[src/rtl/spi_cmd_pkg.sv]
// Shared header layout, state encoding and error codes for the SPI frame sequencer.
// Optional error counter is enabled by SPI_CMD_ERR_CNT_EN (see spi_slave_cmd_ctrl).
package spi_cmd_pkg;

    localparam int ADDR_LSB = 0;
    localparam int LEN_LSB  = 8;
    localparam int RW_BIT   = 15;

    localparam logic [2:0] S_IDLE    = 3'd0;
    localparam logic [2:0] S_WR      = 3'd1;
    localparam logic [2:0] S_RD_REQ  = 3'd2;
    localparam logic [2:0] S_RD_WAIT = 3'd3;
    localparam logic [2:0] S_RD_NEXT = 3'd4;
    localparam logic [2:0] S_DONE    = 3'd5;

    typedef enum logic [2:0] {
        ST_IDLE    = S_IDLE,
        ST_WR      = S_WR,
        ST_RD_REQ  = S_RD_REQ,
        ST_RD_WAIT = S_RD_WAIT,
        ST_RD_NEXT = S_RD_NEXT,
        ST_DONE    = S_DONE
    } state_t;

    localparam logic [1:0] ERR_ABORT   = 2'b01;
    localparam logic [1:0] ERR_TIMEOUT = 2'b10;
    localparam logic [1:0] ERR_OVERRUN = 2'b11;

    // Field positions scale with the configured widths; the constants above are the 16-bit defaults.
    function automatic int len_lsb(input int addr_w);
        return ADDR_LSB + addr_w;
    endfunction

    function automatic int rw_bit(input int data_w);
        return data_w - 1;
    endfunction

endpackage

[src/rtl/spi_mcs_sync.sv]
// Two-flop synchroniser for SPI chip select with active level and
// active-to-inactive edge detection.
module spi_mcs_sync #(
    parameter bit MCS_VALID_LEVEL = 1'b0
) (
    input  logic i_clk,
    input  logic i_rst,
    input  logic i_mcs,
    output logic o_active,
    output logic o_fall
);

    logic [1:0] r_sync;
    logic       r_prev_active;

    always_ff @(posedge i_clk) begin
        if (i_rst) begin
            r_sync        <= {2{~MCS_VALID_LEVEL}};
            r_prev_active <= 1'b0;
        end else begin
            r_sync        <= {r_sync[0], i_mcs};
            r_prev_active <= o_active;
        end
    end

    assign o_active = (r_sync[1] == MCS_VALID_LEVEL);
    assign o_fall   = r_prev_active & ~o_active;

endmodule

[src/rtl/spi_slave_cmd_ctrl.sv]
// Frame sequencer: SPI header + data words -> register-bank writes / read fetches.
// Define SPI_CMD_ERR_CNT_EN to add the saturating o_err_cnt output.
module spi_slave_cmd_ctrl
    import spi_cmd_pkg::*;
#(
    parameter bit MCS_VALID_LEVEL = 1'b0,
    parameter int DATA_W          = 16,
    parameter int ADDR_W          = 8,
    parameter int LEN_W           = 7,
    parameter int RD_TIMEOUT      = 255
) (
    input  logic              user_clk,
    input  logic              user_rst,
    input  logic              mcs,
    input  logic              i_rx_evt,
    input  logic [DATA_W-1:0] i_rx_data,
    output logic              o_wr_en,
    output logic [ADDR_W-1:0] o_wr_addr,
    output logic [DATA_W-1:0] o_wr_data,
    output logic              o_rd_req,
    output logic [ADDR_W-1:0] o_rd_addr,
    input  logic              i_rd_ack,
    input  logic [DATA_W-1:0] i_rd_data,
    output logic              o_tx_evt,
    output logic [DATA_W-1:0] o_tx_data,
    output logic              o_frame_done,
    output logic              o_err,
    output logic [1:0]        o_err_code
`ifdef SPI_CMD_ERR_CNT_EN
    ,
    output logic [15:0]       o_err_cnt
`endif
);

    localparam int LEN_LO = len_lsb(ADDR_W);
    localparam int RW     = rw_bit(DATA_W);
    localparam int REM_W  = LEN_W + 1;
    localparam int TMO_W  = $clog2(RD_TIMEOUT + 1);

    localparam logic [TMO_W-1:0] TMO_LAST = TMO_W'(RD_TIMEOUT - 1);
    localparam logic [REM_W-1:0] REM_ONE  = REM_W'(1);

    state_t            r_state;
    logic [ADDR_W-1:0] r_addr;
    logic [REM_W-1:0]  r_remain;
    logic [TMO_W-1:0]  r_tmo;

    logic              w_active;
    logic              w_fall;
    logic              w_inactive;
    logic [ADDR_W-1:0] w_hdr_addr;
    logic [LEN_W-1:0]  w_hdr_len;
    logic              w_hdr_rw;

    spi_mcs_sync #(
        .MCS_VALID_LEVEL(MCS_VALID_LEVEL)
    ) u_mcs_sync (
        .i_clk    (user_clk),
        .i_rst    (user_rst),
        .i_mcs    (mcs),
        .o_active (w_active),
        .o_fall   (w_fall)
    );

    assign w_inactive = ~w_active | w_fall;
    assign w_hdr_addr = i_rx_data[ADDR_LSB +: ADDR_W];
    assign w_hdr_len  = i_rx_data[LEN_LO +: LEN_W];
    assign w_hdr_rw   = i_rx_data[RW];

    always_ff @(posedge user_clk) begin
        if (user_rst) begin
            r_state      <= ST_IDLE;
            r_addr       <= '0;
            r_remain     <= '0;
            r_tmo        <= '0;
            o_wr_en      <= 1'b0;
            o_wr_addr    <= '0;
            o_wr_data    <= '0;
            o_rd_req     <= 1'b0;
            o_rd_addr    <= '0;
            o_tx_evt     <= 1'b0;
            o_tx_data    <= '0;
            o_frame_done <= 1'b0;
            o_err        <= 1'b0;
            o_err_code   <= '0;
        end else begin
            o_wr_en      <= 1'b0;
            o_tx_evt     <= 1'b0;
            o_frame_done <= 1'b0;
            o_err        <= 1'b0;
            unique case (r_state)
                ST_IDLE: begin
                    if (i_rx_evt && w_active) begin
                        r_addr   <= w_hdr_addr;
                        r_remain <= REM_W'(w_hdr_len) + REM_ONE;
                        r_state  <= w_hdr_rw ? ST_WR : ST_RD_REQ;
                    end
                end
                ST_WR: begin
                    // A word arriving with deselect is still written; abort waits a cycle.
                    if (i_rx_evt) begin
                        o_wr_en   <= 1'b1;
                        o_wr_addr <= r_addr;
                        o_wr_data <= i_rx_data;
                        r_addr    <= r_addr + 1'b1;
                        r_remain  <= r_remain - REM_ONE;
                        if (r_remain == REM_ONE)
                            r_state <= ST_DONE;
                    end else if (w_inactive) begin
                        o_err      <= 1'b1;
                        o_err_code <= ERR_ABORT;
                        r_state    <= ST_IDLE;
                    end
                end
                ST_RD_REQ: begin
                    if (w_inactive) begin
                        o_err      <= 1'b1;
                        o_err_code <= ERR_ABORT;
                        r_state    <= ST_IDLE;
                    end else begin
                        o_rd_req  <= 1'b1;
                        o_rd_addr <= r_addr;
                        r_tmo     <= '0;
                        r_state   <= ST_RD_WAIT;
                    end
                end
                ST_RD_WAIT: begin
                    if (w_inactive) begin
                        o_rd_req   <= 1'b0;
                        o_err      <= 1'b1;
                        o_err_code <= ERR_ABORT;
                        r_state    <= ST_IDLE;
                    end else if (i_rd_ack) begin
                        o_rd_req  <= 1'b0;
                        o_tx_evt  <= 1'b1;
                        o_tx_data <= i_rd_data;
                        r_addr    <= r_addr + 1'b1;
                        r_remain  <= r_remain - REM_ONE;
                        r_state   <= (r_remain == REM_ONE) ? ST_DONE
                                                           : ST_RD_NEXT;
                    end else if (r_tmo == TMO_LAST) begin
                        o_rd_req   <= 1'b0;
                        o_tx_data  <= '0;
                        o_err      <= 1'b1;
                        o_err_code <= ERR_TIMEOUT;
                        r_state    <= ST_DONE;
                    end else begin
                        r_tmo <= r_tmo + 1'b1;
                    end
                end
                ST_RD_NEXT: begin
                    if (i_rx_evt) begin
                        r_state <= ST_RD_REQ;
                    end else if (w_inactive) begin
                        o_err      <= 1'b1;
                        o_err_code <= ERR_ABORT;
                        r_state    <= ST_IDLE;
                    end
                end
                ST_DONE: begin
                    if (i_rx_evt) begin
                        o_err      <= 1'b1;
                        o_err_code <= ERR_OVERRUN;
                    end else if (w_inactive) begin
                        o_frame_done <= 1'b1;
                        r_state      <= ST_IDLE;
                    end
                end
                default: r_state <= ST_IDLE;
            endcase
        end
    end

`ifdef SPI_CMD_ERR_CNT_EN
    always_ff @(posedge user_clk) begin
        if (user_rst)
            o_err_cnt <= '0;
        else if (o_err && o_err_cnt != 16'hFFFF)
            o_err_cnt <= o_err_cnt + 16'd1;
    end
`endif

endmodule

[config.mk]
export PLATFORM = sky130hd
export DESIGN_NAME = spi_slave_cmd_ctrl
export DESIGN_NICKNAME = d
export VERILOG_FILES = /design/src/rtl/spi_cmd_pkg.sv /design/src/rtl/spi_mcs_sync.sv /design/src/rtl/spi_slave_cmd_ctrl.sv
export SDC_FILE = /design/constraint.sdc
export NUM_CORES = 1
export LEC_CHECK = 0
export CAP_MARGIN = 25
export CORE_UTILIZATION = 49
export CTS_BUF_LIST = sky130_fd_sc_hd__clkbuf_16
export DETAILED_ROUTE_END_ITERATION = 8
export PLACE_DENSITY = 0.79
export SYNTH_ARGS = -nofsm -noshare
export SYNTH_HDL_FRONTEND = slang
export SYNTH_SLANG_ARGS = --single-unit
[constraint.sdc]
create_clock -name user_clk -period 2 [get_ports user_clk]
set_input_delay 0.2 -clock user_clk [delete_from_list [all_inputs] [get_ports user_clk]]
set_output_delay 0.2 -clock user_clk [all_outputs]
set_load 0.05 [all_outputs]
# Word-level counts from Yosys, hierarchy flattened
# Cells that the tools add are included.
# Widths: inputs -> output; s select.
[totals]
romBits = 0
ff_bits = 85
out_inout_bits = 55
latch_bits = 0
in_bits = 37
elab_cells = 116
ramBits = 0
n_memories = 0
[classes]
magnitude_cmp = 0
n_div = 0
n_shift = 0
addsub = 4
mul = 0
n_eq_ne = 21
bitwise_logic = 7
reduce_logical = 18
muxes = 50
[ops]
columns = ["operator", "count"]
rows = [
  ["$mux 8", 12],
  ["$pmux 8 s3", 2],
  ["$mux 16", 2],
  ["$mux 3", 9],
  ["$ne 2x2->1 const B", 10],
  ["$pmux 3 s6", 1],
  ["$add 8x1->8 const B", 2],
  ["$mux 2", 8],
  ["$pmux 8 s2", 1],
  ["$reduce_and 5->1", 3],
  ["$mux 1", 12],
  ["$ne 3x3->1 const B", 3],
  ["$add 7x1->8 const B", 1],
  ["$eq 8x1->1 const B", 1],
  ["$eq 8x8->1 const B", 1],
  ["$pmux 2 s4", 1],
  ["$sub 8x1->8 const B", 1],
  ["$eq 3x2->1 const B", 2],
  ["$eq 3x3->1 const B", 2],
  ["$reduce_and 3->1", 2],
  ["$reduce_or 2->1", 3],
  ["$not 1->1", 5],
  ["$ne 4x4->1 const B", 1],
  ["$pmux 1 s4", 1],
  ["other kinds (12)", 14],
]

# Longest topological paths before layout
# Gate-level depths: netlist of the first run.
[depth]
depth_word = 5
mapped_depth = 8
depth_no_buf = 7

# Hierarchy
# From an unflattened synthesis of the first run, not the netlist that was laid out.
[unflattened]
cells_unflattened = 461
area_unflattened_um2 = 3783.6
[by_module_without_submodules]
columns = ["module", "n_inst", "area_per_inst_um2", "cells_each", "seq_area_each_um2"]
rows = [
  ["spi_slave_cmd_ctrl", 1, 3697.3, 453, 1641.6],
  ["spi_mcs_sync", 1, 86.3, 8, 60.1],
]

# Least setup slack after synthesis of the first run
# No wires, ideal clock.
[synth_path]
kind = "reg2reg"
startpoint = "reg r_tmo[0]"
endpoint = "reg o_tx_data[10]"
arrival_ns = 1.677
path_buffers = 1
synth_period_minus_slack_ns = 1.738
path_stages_with_launch = 9
required_ns = 1.940
setup_time_ns = 0.060
slack_ns = 0.262
path_cell_list = "dfxtp_1 -> inv_1 -> ha_1 -> and3_1 -> a21oi_2 -> nor2_1 -> nor2_2 -> buf_2 -> a22o_1"
[synth_between]
elab_chain_cells = 3
[synth_rtl]
columns = ["item", "line", "source"]
rows = [
  ["start, declared", "spi_slave_cmd_ctrl.sv:46", "logic [TMO_W-1:0] r_tmo;"],
  ["start signal, assigned", "spi_slave_cmd_ctrl.sv:148", "r_tmo <= r_tmo + 1'b1;"],
  ["$eq 8x8->1", "spi_slave_cmd_ctrl.sv:141", "end else if (r_tmo == TMO_LAST) begin"],
  ["$reduce_bool 2->1 (no source line)", "n/a", ""],
  ["$reduce_and 3->1 (no source line)", "n/a", ""],
  ["end signal, assigned", "spi_slave_cmd_ctrl.sv:136", "o_tx_data <= i_rd_data;"],
  ["end, declared", "spi_slave_cmd_ctrl.sv:25", "output logic [DATA_W-1:0] o_tx_data,"],
]
# No other way between the ends.
# A chain may end at the register's enable or synchronous reset.

# Worst setup path in the final report of the first run
[layout_path]
startpoint = "reg r_state[1]"
endpoint = "reg r_addr[4]"
[layout_between]
elab_chain_cells = 3
elab_cells_between_ends = 10
cone_classes = "6 x eq/ne; 1 x mux; 3 x reduce/logical"
[layout_rtl]
columns = ["item", "line", "source"]
rows = [
  ["start, declared", "spi_slave_cmd_ctrl.sv:43", "state_t r_state;"],
  ["start signal, assigned", "spi_slave_cmd_ctrl.sv:96", "r_state <= w_hdr_rw ? ST_WR : ST_RD_REQ;"],
  ["start signal, assigned", "spi_slave_cmd_ctrl.sv:139", "r_state <= (r_remain == REM_ONE) ? ST_DONE"],
  ["$eq 3x2->1 (tied with other cells)", "spi_slave_cmd_ctrl.sv:91", "unique case (r_state)"],
  ["$ne 2x2->1 (no source line) / $reduce_bool 3->1 (equally long branches)", "n/a", ""],
  ["$reduce_and 5->1 (no source line)", "n/a", ""],
  ["end signal, assigned", "spi_slave_cmd_ctrl.sv:94", "r_addr <= w_hdr_addr;"],
  ["end signal, assigned", "spi_slave_cmd_ctrl.sv:105", "r_addr <= r_addr + 1'b1;"],
  ["end signal, assigned", "spi_slave_cmd_ctrl.sv:137", "r_addr <= r_addr + 1'b1;"],
  ["end, declared", "spi_slave_cmd_ctrl.sv:44", "logic [ADDR_W-1:0] r_addr;"],
]
# Several ways; a longest one is shown, not always the timed one.

==> impl_metrics.env, run 1 <==
export IMPL_status="completed"
export IMPL_syn_avg_cell_area_um2=8.57
export IMPL_drc_errors=0
export IMPL_synthCells=439
export IMPL_fmax_mhz=529
export IMPL_arrival_ps=2120
export IMPL_insertedDiodeCount=0
export IMPL_worstMarginPinSlew_ps=605
export IMPL_ant_nets=0
export IMPL_ys_seq_area_share_pct=44.7
export IMPL_drv_slew=0
export IMPL_design_power_total_uw=3630
export IMPL_setup_viol=0
export IMPL_clk_latency_ps=340
export IMPL_synth_top_area_share_pct=44.7
export IMPL_min_period_ps=1890
export IMPL_crit_path_end_kind="flip-flop"
export IMPL_h_tree_depth=3
export IMPL_hold_class="in -> reg"
export IMPL_grt_pass1_wl_um=15600
export IMPL_synth_area_top_cells="dfxtp_1, nand2_1, a21oi_1"
export IMPL_grt_max_degree=31
export IMPL_rows=31
export IMPL_areaGrowthSynthToFinish_pct=37.3
export IMPL_detail_route_first_pass_iterations=4
export IMPL_place_area_um2=4880
export IMPL_design_area_um2=5170
export IMPL_overflow=0
export IMPL_synth_edff_count=0
export IMPL_place_port_buffers=91
export IMPL_cts_buffers=9
export IMPL_cts_sinks=84
export IMPL_crit_fanout=11
export IMPL_antenna_found_initial=0
export IMPL_clkTransAtPathRegs_ps=60
export IMPL_top_usage_layer="met2"
export IMPL_syn_nets=482
export IMPL_via_count=3589
export IMPL_rsz0062_at_grt="false"
export IMPL_use_met3_pct=5.58
export IMPL_post_cts_buffers=0
export IMPL_drt_iter0_drc=137
export IMPL_io_pins=92
export IMPL_finClkSkew_ps=5.59
export IMPL_hold_viol_final=0
export IMPL_critPathKind="reg -> reg"
export IMPL_synth_top_area_cell="dfxtp_1"
export IMPL_grtUsageMet1_pct=29.9
export IMPL_routed_via_density=5.57
export IMPL_gp_congestion=0.880
export IMPL_ys_seq_elements=84
export IMPL_final_cell_mix="clkdlybuf4s50_1, nand2_1, dfxtp_1"
export IMPL_layout_commonest_cell="clkdlybuf4s50_1"
export IMPL_dp_hpwl_um=6740
export IMPL_r2r_slack_ps=110
export IMPL_wirelength_um=9730
export IMPL_die_w_um=89.6
export IMPL_floorplan_die_height_um=89.6
export IMPL_peakVddDrop_uv=448
export IMPL_die_area_um2=8040
export IMPL_ys_flop_type="dfxtp_1"
export IMPL_start_kind="flip-flop"
export IMPL_cap_violations=0
export IMPL_ys_types=58
export IMPL_drive_above_1_share_pct=11.9
export IMPL_cts_buffer_depth=2
export IMPL_period_share_pct=94.6
export IMPL_grtUsageMet2_pct=43.9
export IMPL_layout_nets=583
export IMPL_cp_data_required_time_ps=2230
export IMPL_finalSetupTns_ps=0
export IMPL_whs_ps=389
export IMPL_coreArea_um2=7330
export IMPL_slew_headroom_pct=59.6
export IMPL_ys_warn_count=0
export IMPL_grt_pass1_vias=3445
export IMPL_wl_per_cell_um=15.1
export IMPL_grtUsageTotal_pct=25.1
export IMPL_power_density_nw_per_um2=702
export IMPL_cts_tree="built"
export IMPL_power_leakage_uw=0.00189
export IMPL_cts_root_buffer="clkbuf_16"
export IMPL_fill_cells=554
export IMPL_syn_cell_area_um2=3760
export IMPL_start_util_pct=51.3
export IMPL_async_flop_share_pct=0
[what timing repair did]
action                                  4_1_cts  5_1_grt
endpoints found under the setup margin        0        6
endpoints found under the hold margin         0        0
hold buffers                                  0        0
resized for setup                             0        1
[area by class of cell]
| cell class | instances | area [um2] | area share [%] |
|---|---|---|---|
| Multi-Input combinational cell | 318 | 1890 | 36.6 |
| Sequential cell | 84 | 1680 | 32.6 |
| Timing Repair Buffer | 120 | 1160 | 22.5 |
| Clock buffer | 9 | 225 | 4.36 |
| Tap cell | 99 | 124 | 2.40 |
| Clock inverter | 7 | 58.8 | 1.14 |
| Inverter | 7 | 26.3 | 0.508 |
[cell families after synthesis]
group,after synthesis,share of synthesized area [%]
buf+inv,37,5.12
simple gates,168,21.3
xor+xnor,11,2.56
compound gates,133,24.4
fa+ha+maj,6,1.99
flops,84,44.7
[metal layers]
| layer | up-vias | wire [um] |
|---|---|---|
| li1 | 1762 | - |
| met1 | 1690 | 4160 |
| met2 | 121 | 4770 |
| met3 | 16 | 625 |
| met4 | 0 | 176 |
| met5 | - | 0 |
[stage by stage]
| stage | std cells | setup slack [ps] | util [%] |
|---|---|---|---|
| after floorplan | 439 | 262 | - |
| after global placement | 628 | 116 | 66.6 |
| after detailed placement | 628 | 68.4 | 66.6 |
| after CTS | 644 | 127 | 70.5 |
| after global routing | 644 | 1.20 | 70.5 |
| final | 644 | 109 | 70.5 |
[Yosys cell counts (4+ instances only)]
cell type	instances
dfxtp_1	84
nor2_1	35
and3_1	8
o21ai_1	4
a31oi_1	6
nand3_1	9
nand2b_1	6
buf_6	5
clkbuf_1	14
ha_1	6
a22oi_1	4
xor2_1	7
inv_1	6
xnor2_1	4
o211ai_1	5
o22ai_1	4
buf_2	7
o21ai_0	11
nor3_1	4
a21oi_1	51
a211oi_1	5
a22o_1	19
nand2_1	85
[final timing paths]
kind	startpoint	to	cells after the start
min reg2reg	u_mcs_sync.r_sync[0]	u_mcs_sync.r_sync[1]	1
min	user_rst	o_err_code[1]	2
max	r_state[1]	r_addr[4]	7
max reg2reg	r_state[1]	r_addr[4]	7
[state kept, by name, summed over array words and instances, names as in the netlist]
name	count
u_mcs_sync.r_sync	2
o_wr_data	16
r_remain	8
r_tmo	8
o_err	1
r_addr	8
o_tx_evt	1
o_frame_done	1
o_rd_req	1
o_err_code	2
o_wr_en	1
r_state	3
o_wr_addr	8
o_rd_addr	8
o_tx_data	16
[worst max-delay path, stage by stage, from the launching register on]
cell	delay, ps
dfxtp_1	560
nor4bb_1	280
buf_4	210
a221o_2	180
buf_4	190
o21ai_0	110
a22oi_1	180
nor2_1	70
[power by group]
part / internal [uW] / switching (uW)
sequential: 1690 / 21.2
combinational: 158 / 175
clock: 861 / 718
(Power assumes the default switching activity.)
==> inputs of run 2 (changes only) <==
RECOVER_POWER = 50   (was default)
==> impl_metrics.env, run 2 (same netlist as run 1, synthesis figures left out) <==
export IMPL_status="completed"
export IMPL_cts_resized=0
export IMPL_crit_fanout=11
export IMPL_cp_num_buf_inv=2
export IMPL_ant_nets=0
export IMPL_drc_errors=0
export IMPL_die_w_um=89.6
export IMPL_min_period_ps=1880
export IMPL_slew_headroom_pct=59.3
export IMPL_hold_viol_final=0
export IMPL_drv_slew=0
export IMPL_reg_largest_list="o_tx_data x16, o_wr_data x16"
export IMPL_final_cell_mix="nand2_1, dfxtp_1, clkdlybuf4s50_1"
export IMPL_regArea_um2=1680
export IMPL_crit_top_cell="buf_4"
export IMPL_areaGrowthSynthToFinish_pct=37.1
export IMPL_coreArea_um2=7330
export IMPL_finClkSkew_ps=5.50
export IMPL_io_pins=92
export IMPL_grt_max_degree=31
export IMPL_critPathKind="reg -> reg"
export IMPL_gp_congestion=0.880
export IMPL_power_leakage_uw=0.00202
export IMPL_dp_hpwl_um=6740
export IMPL_worstMarginPinSlew_ps=611
export IMPL_critPathMaxStageDelay_ps=560
export IMPL_layout_nets=583
export IMPL_place_port_buffers=91
export IMPL_layout_commonest_cell="nand2_1"
export IMPL_overflow=0
export IMPL_start_util_pct=51.3
export IMPL_fmax_mhz=532
export IMPL_pre_cts_slack_ps=68.4
export IMPL_die_area_um2=8040
export IMPL_insertedDiodeCount=0
export IMPL_r2r_start="r_state[1]"
export IMPL_crit_slowest_cell="dfxtp_1"
export IMPL_fill_cells=557
export IMPL_hold_start="user_rst"
export IMPL_detail_route_first_pass_iterations=4
export IMPL_via_count=3604
export IMPL_routed_via_density=5.60
export IMPL_finalWorstSetupSlack_ps=121
export IMPL_floorplan_die_height_um=89.6
export IMPL_cp_startpoint="r_state[1]"
export IMPL_rsz0062_at_grt="false"
export IMPL_worstPathCellList="nor4bb_1, buf_4, a221o_2, buf_4, o21ai_0, a22oi_1, nor2_1"
export IMPL_grt_pass1_vias=3445
export IMPL_rows=31
export IMPL_peakVddDrop_uv=445
export IMPL_drt_iter0_drc=133
export IMPL_start_kind="flip-flop"
export IMPL_hold_class="in -> reg"
export IMPL_crit_path_end_kind="flip-flop"
export IMPL_h_tree_depth=3
export IMPL_multi_input_area_um2=1890
export IMPL_wirelength_um=9710
export IMPL_r2r_slack_ps=120
export IMPL_crit_family="flip-flops"
export IMPL_cts_buffer_depth=2
export IMPL_setup_viol=0
export IMPL_cap_violations=0
export IMPL_power_density_nw_per_um2=703
export IMPL_cts_tree="built"
export IMPL_cts_buffers=9
export IMPL_grt_pass1_wl_um=15600
export IMPL_cts_root_buffer="clkbuf_16"
export IMPL_clkTransAtPathRegs_ps=60
export IMPL_drive_above_1_share_pct=11.6
export IMPL_cts_hold_buf=0
export IMPL_antenna_found_initial=0
export IMPL_cts_sinks=84
export IMPL_period_share_pct=93.9
export IMPL_finalSetupTns_ps=0
export IMPL_post_cts_buffers=0
export IMPL_grtUsageTotal_pct=25.1
export IMPL_clk_latency_ps=340
export IMPL_wl_per_cell_um=15.1
export IMPL_cp_data_required_time_ps=2230
export IMPL_arrival_ps=2100
## run 2: power breakdown
part	internal, uW	switching, uW
Combinational	156	174
Clock	861	720
Sequential	1690	21.4
## run 2: final timing paths
check / to / cells after the start
setup reg to reg: r_addr[4] / 7
hold / removal: r_state[2] / 2
hold reg to reg: u_mcs_sync.r_sync[1] / 1
setup / recovery: r_addr[4] / 7
## run 2: per-layer routing
metal	share of wire [%]	global-route usage, %	up-vias
li1	-	-	1764
met1	42	29.9	1694
met2	49	43.9	128
met3	7.2	5.58	18
met4	1.9	10.2	0
met5	0	0	-
## run 2: area by class of cell
class	count	share of cell area, %
multi-input combinational	318	36.6
clock buffer	9	4.36
timing repair buffer	120	22.4
inverter	7	0.509
sequential	84	32.6
tap	99	2.40
clock inverter	7	1.14
## run 2: metrics by stage
step	cell area [um2]	hold WS, ps	utilization, %	total power (uW)	cells
3_5_place_dp	4880	399	66.6	2080	628
6_report	5160	389	70.4	3630	644
3_3_place_gp	4880	394	66.6	2070	628
2_1_floorplan	3760	304	-	1920	439
5_1_grt	5160	412	70.4	3750	644
4_1_cts	5170	393	70.5	3640	644
==> inputs of run 3 (changes only) <==
==> constraint.sdc (replaced) <==
create_clock -name user_clk -period 2 [get_ports user_clk]
set_input_delay 0.2 -clock user_clk [delete_from_list [all_inputs] [get_ports user_clk]]
set_output_delay 0.2 -clock user_clk [all_outputs]
set_load 0.005 [all_outputs]
==> impl_metrics.env, run 3 (same netlist as run 1, synthesis figures left out) <==
export IMPL_grt_max_degree=31
export IMPL_clkTransAtPathRegs_ps=70
export IMPL_power_leakage_uw=0.00208
export IMPL_cts_hold_buf=0
export IMPL_detail_route_first_pass_iterations=4
export IMPL_routed_via_density=5.59
export IMPL_crit_family="compound AO/OA/AOI/OAI gates"
export IMPL_cts_sinks=84
export IMPL_start_util_pct=51.3
export IMPL_cts_buffer_depth=2
export IMPL_peakVddDrop_uv=445
export IMPL_final_cell_mix="nand2_1, dfxtp_1, dlygate4sd3_1"
export IMPL_cts_buffers=9
export IMPL_areaGrowthSynthToFinish_pct=37.1
export IMPL_setup_viol=0
export IMPL_floorplan_die_height_um=89.6
export IMPL_status="completed"
export IMPL_h_tree_depth=3
export IMPL_cts_tree="built"
export IMPL_io_pins=92
export IMPL_rows=31
export IMPL_insertedDiodeCount=0
export IMPL_crit_slowest_cell="dfxtp_1"
export IMPL_grt_pass1_wl_um=15600
export IMPL_cts_root_buffer="clkbuf_16"
export IMPL_drt_iter0_drc=134
export IMPL_power_density_nw_per_um2=699
export IMPL_reg_largest_list="o_tx_data x16, o_wr_data x16"
export IMPL_drive_above_1_share_pct=11.6
export IMPL_wirelength_um=9720
export IMPL_finalSetupTns_ps=0
export IMPL_die_w_um=89.6
export IMPL_cp_data_required_time_ps=2250
export IMPL_wl_per_cell_um=15.1
export IMPL_place_port_buffers=91
export IMPL_cp_num_buf_inv=1
export IMPL_whs_ps=381
export IMPL_worstMarginPinSlew_ps=597
export IMPL_drc_errors=0
export IMPL_drv_slew=0
export IMPL_overflow=0
export IMPL_critPathKind="reg -> reg"
export IMPL_fill_cells=557
export IMPL_period_share_pct=93.4
export IMPL_layout_commonest_cell="nand2_1"
export IMPL_arrival_ps=2120
export IMPL_worstPathCellList="and2b_1, a221oi_2, buf_4, a21oi_1, o32ai_2"
export IMPL_grtUsageTotal_pct=25.1
export IMPL_hold_class="in -> reg"
export IMPL_finClkSkew_ps=6.21
export IMPL_cap_violations=0
export IMPL_crit_path_end_kind="flip-flop"
export IMPL_layout_nets=583
export IMPL_via_count=3602
export IMPL_min_period_ps=1870
export IMPL_clk_latency_ps=340
export IMPL_slew_headroom_pct=60.2
export IMPL_crit_fanout=9
export IMPL_coreArea_um2=7330
export IMPL_critPathMaxStageDelay_ps=550
export IMPL_die_area_um2=8040
export IMPL_gp_congestion=0.880
export IMPL_antenna_found_initial=0
export IMPL_dp_hpwl_um=6740
export IMPL_hold_viol_final=0
export IMPL_rsz0062_at_grt="false"
export IMPL_ant_nets=0
export IMPL_fmax_mhz=535
export IMPL_grt_pass1_vias=3445
export IMPL_start_kind="flip-flop"
run 3: cell types whose count changed in the layout (fill, tap and decap cells not counted), sizes merged:
cell and change:
clkdlybuf4s50 -18, dlygate4sd3 +18
run 3: power by group:
part | total (uW) | internal (uW) | switching (uW) | leakage, uW
sequential | 1710 | 1690 | 21.2 | 0.000678
clock | 1580 | 861 | 720 | 0.000138
combinational | 313 | 155 | 158 | 0.00126
total | 3610 | 2710 | 899 | 0.00208
run 3: through the flow:
step	instances	worst slack [ps]	utilization, %	power (uW)	area [um2]
after detailed placement	628	68.4	66.6	2060	4880
final	644	132	70.4	3610	5160
after global placement	628	116	66.6	2060	4880
after floorplan	439	264	-	1910	3760
after CTS	644	127	70.5	3630	5170
after global routing	644	2.74	70.4	3730	5160
run 3: area by class of cell:
class                      instances  area [um2]  area share [%]
clock buffer                       9         225            4.36
inverter                           7        26.3           0.509
tap                               99         124            2.40
timing repair buffer             120        1150            22.4
multi-input combinational        318        1890            36.6
sequential                        84        1680            32.6
clock inverter                     7        58.8            1.14
run 3: metal layers:
layer  share of wire [%]  global-route usage (%)  routed length [um]
met1                  41                    29.9                4010
met3                 7.9                    5.58                 771
met5                   0                       0                   0
met2                  49                    43.9                4750
met4                 1.9                    10.2                 187
run 3: path summary, 6_finish.rpt:
check | cells past startpoint | slack [ps] | start | to
hold reg to reg | 1 | 410 | u_mcs_sync.r_sync[0] | u_mcs_sync.r_sync[1]
setup / recovery | 5 | 130 | r_state[1] | r_remain[5]
hold / removal | 2 | 380 | user_rst | r_state[2]
setup reg to reg | 5 | 130 | r_state[1] | r_remain[5]
run 3: repair_timing:
| action | in CTS | in global routing |
|---|---|---|
| setup endpoints to repair | 0 | 6 |
| endpoints found under the hold margin | 0 | 0 |
| resized for setup | 0 | 1 |
| setup buffers | 0 | 0 |
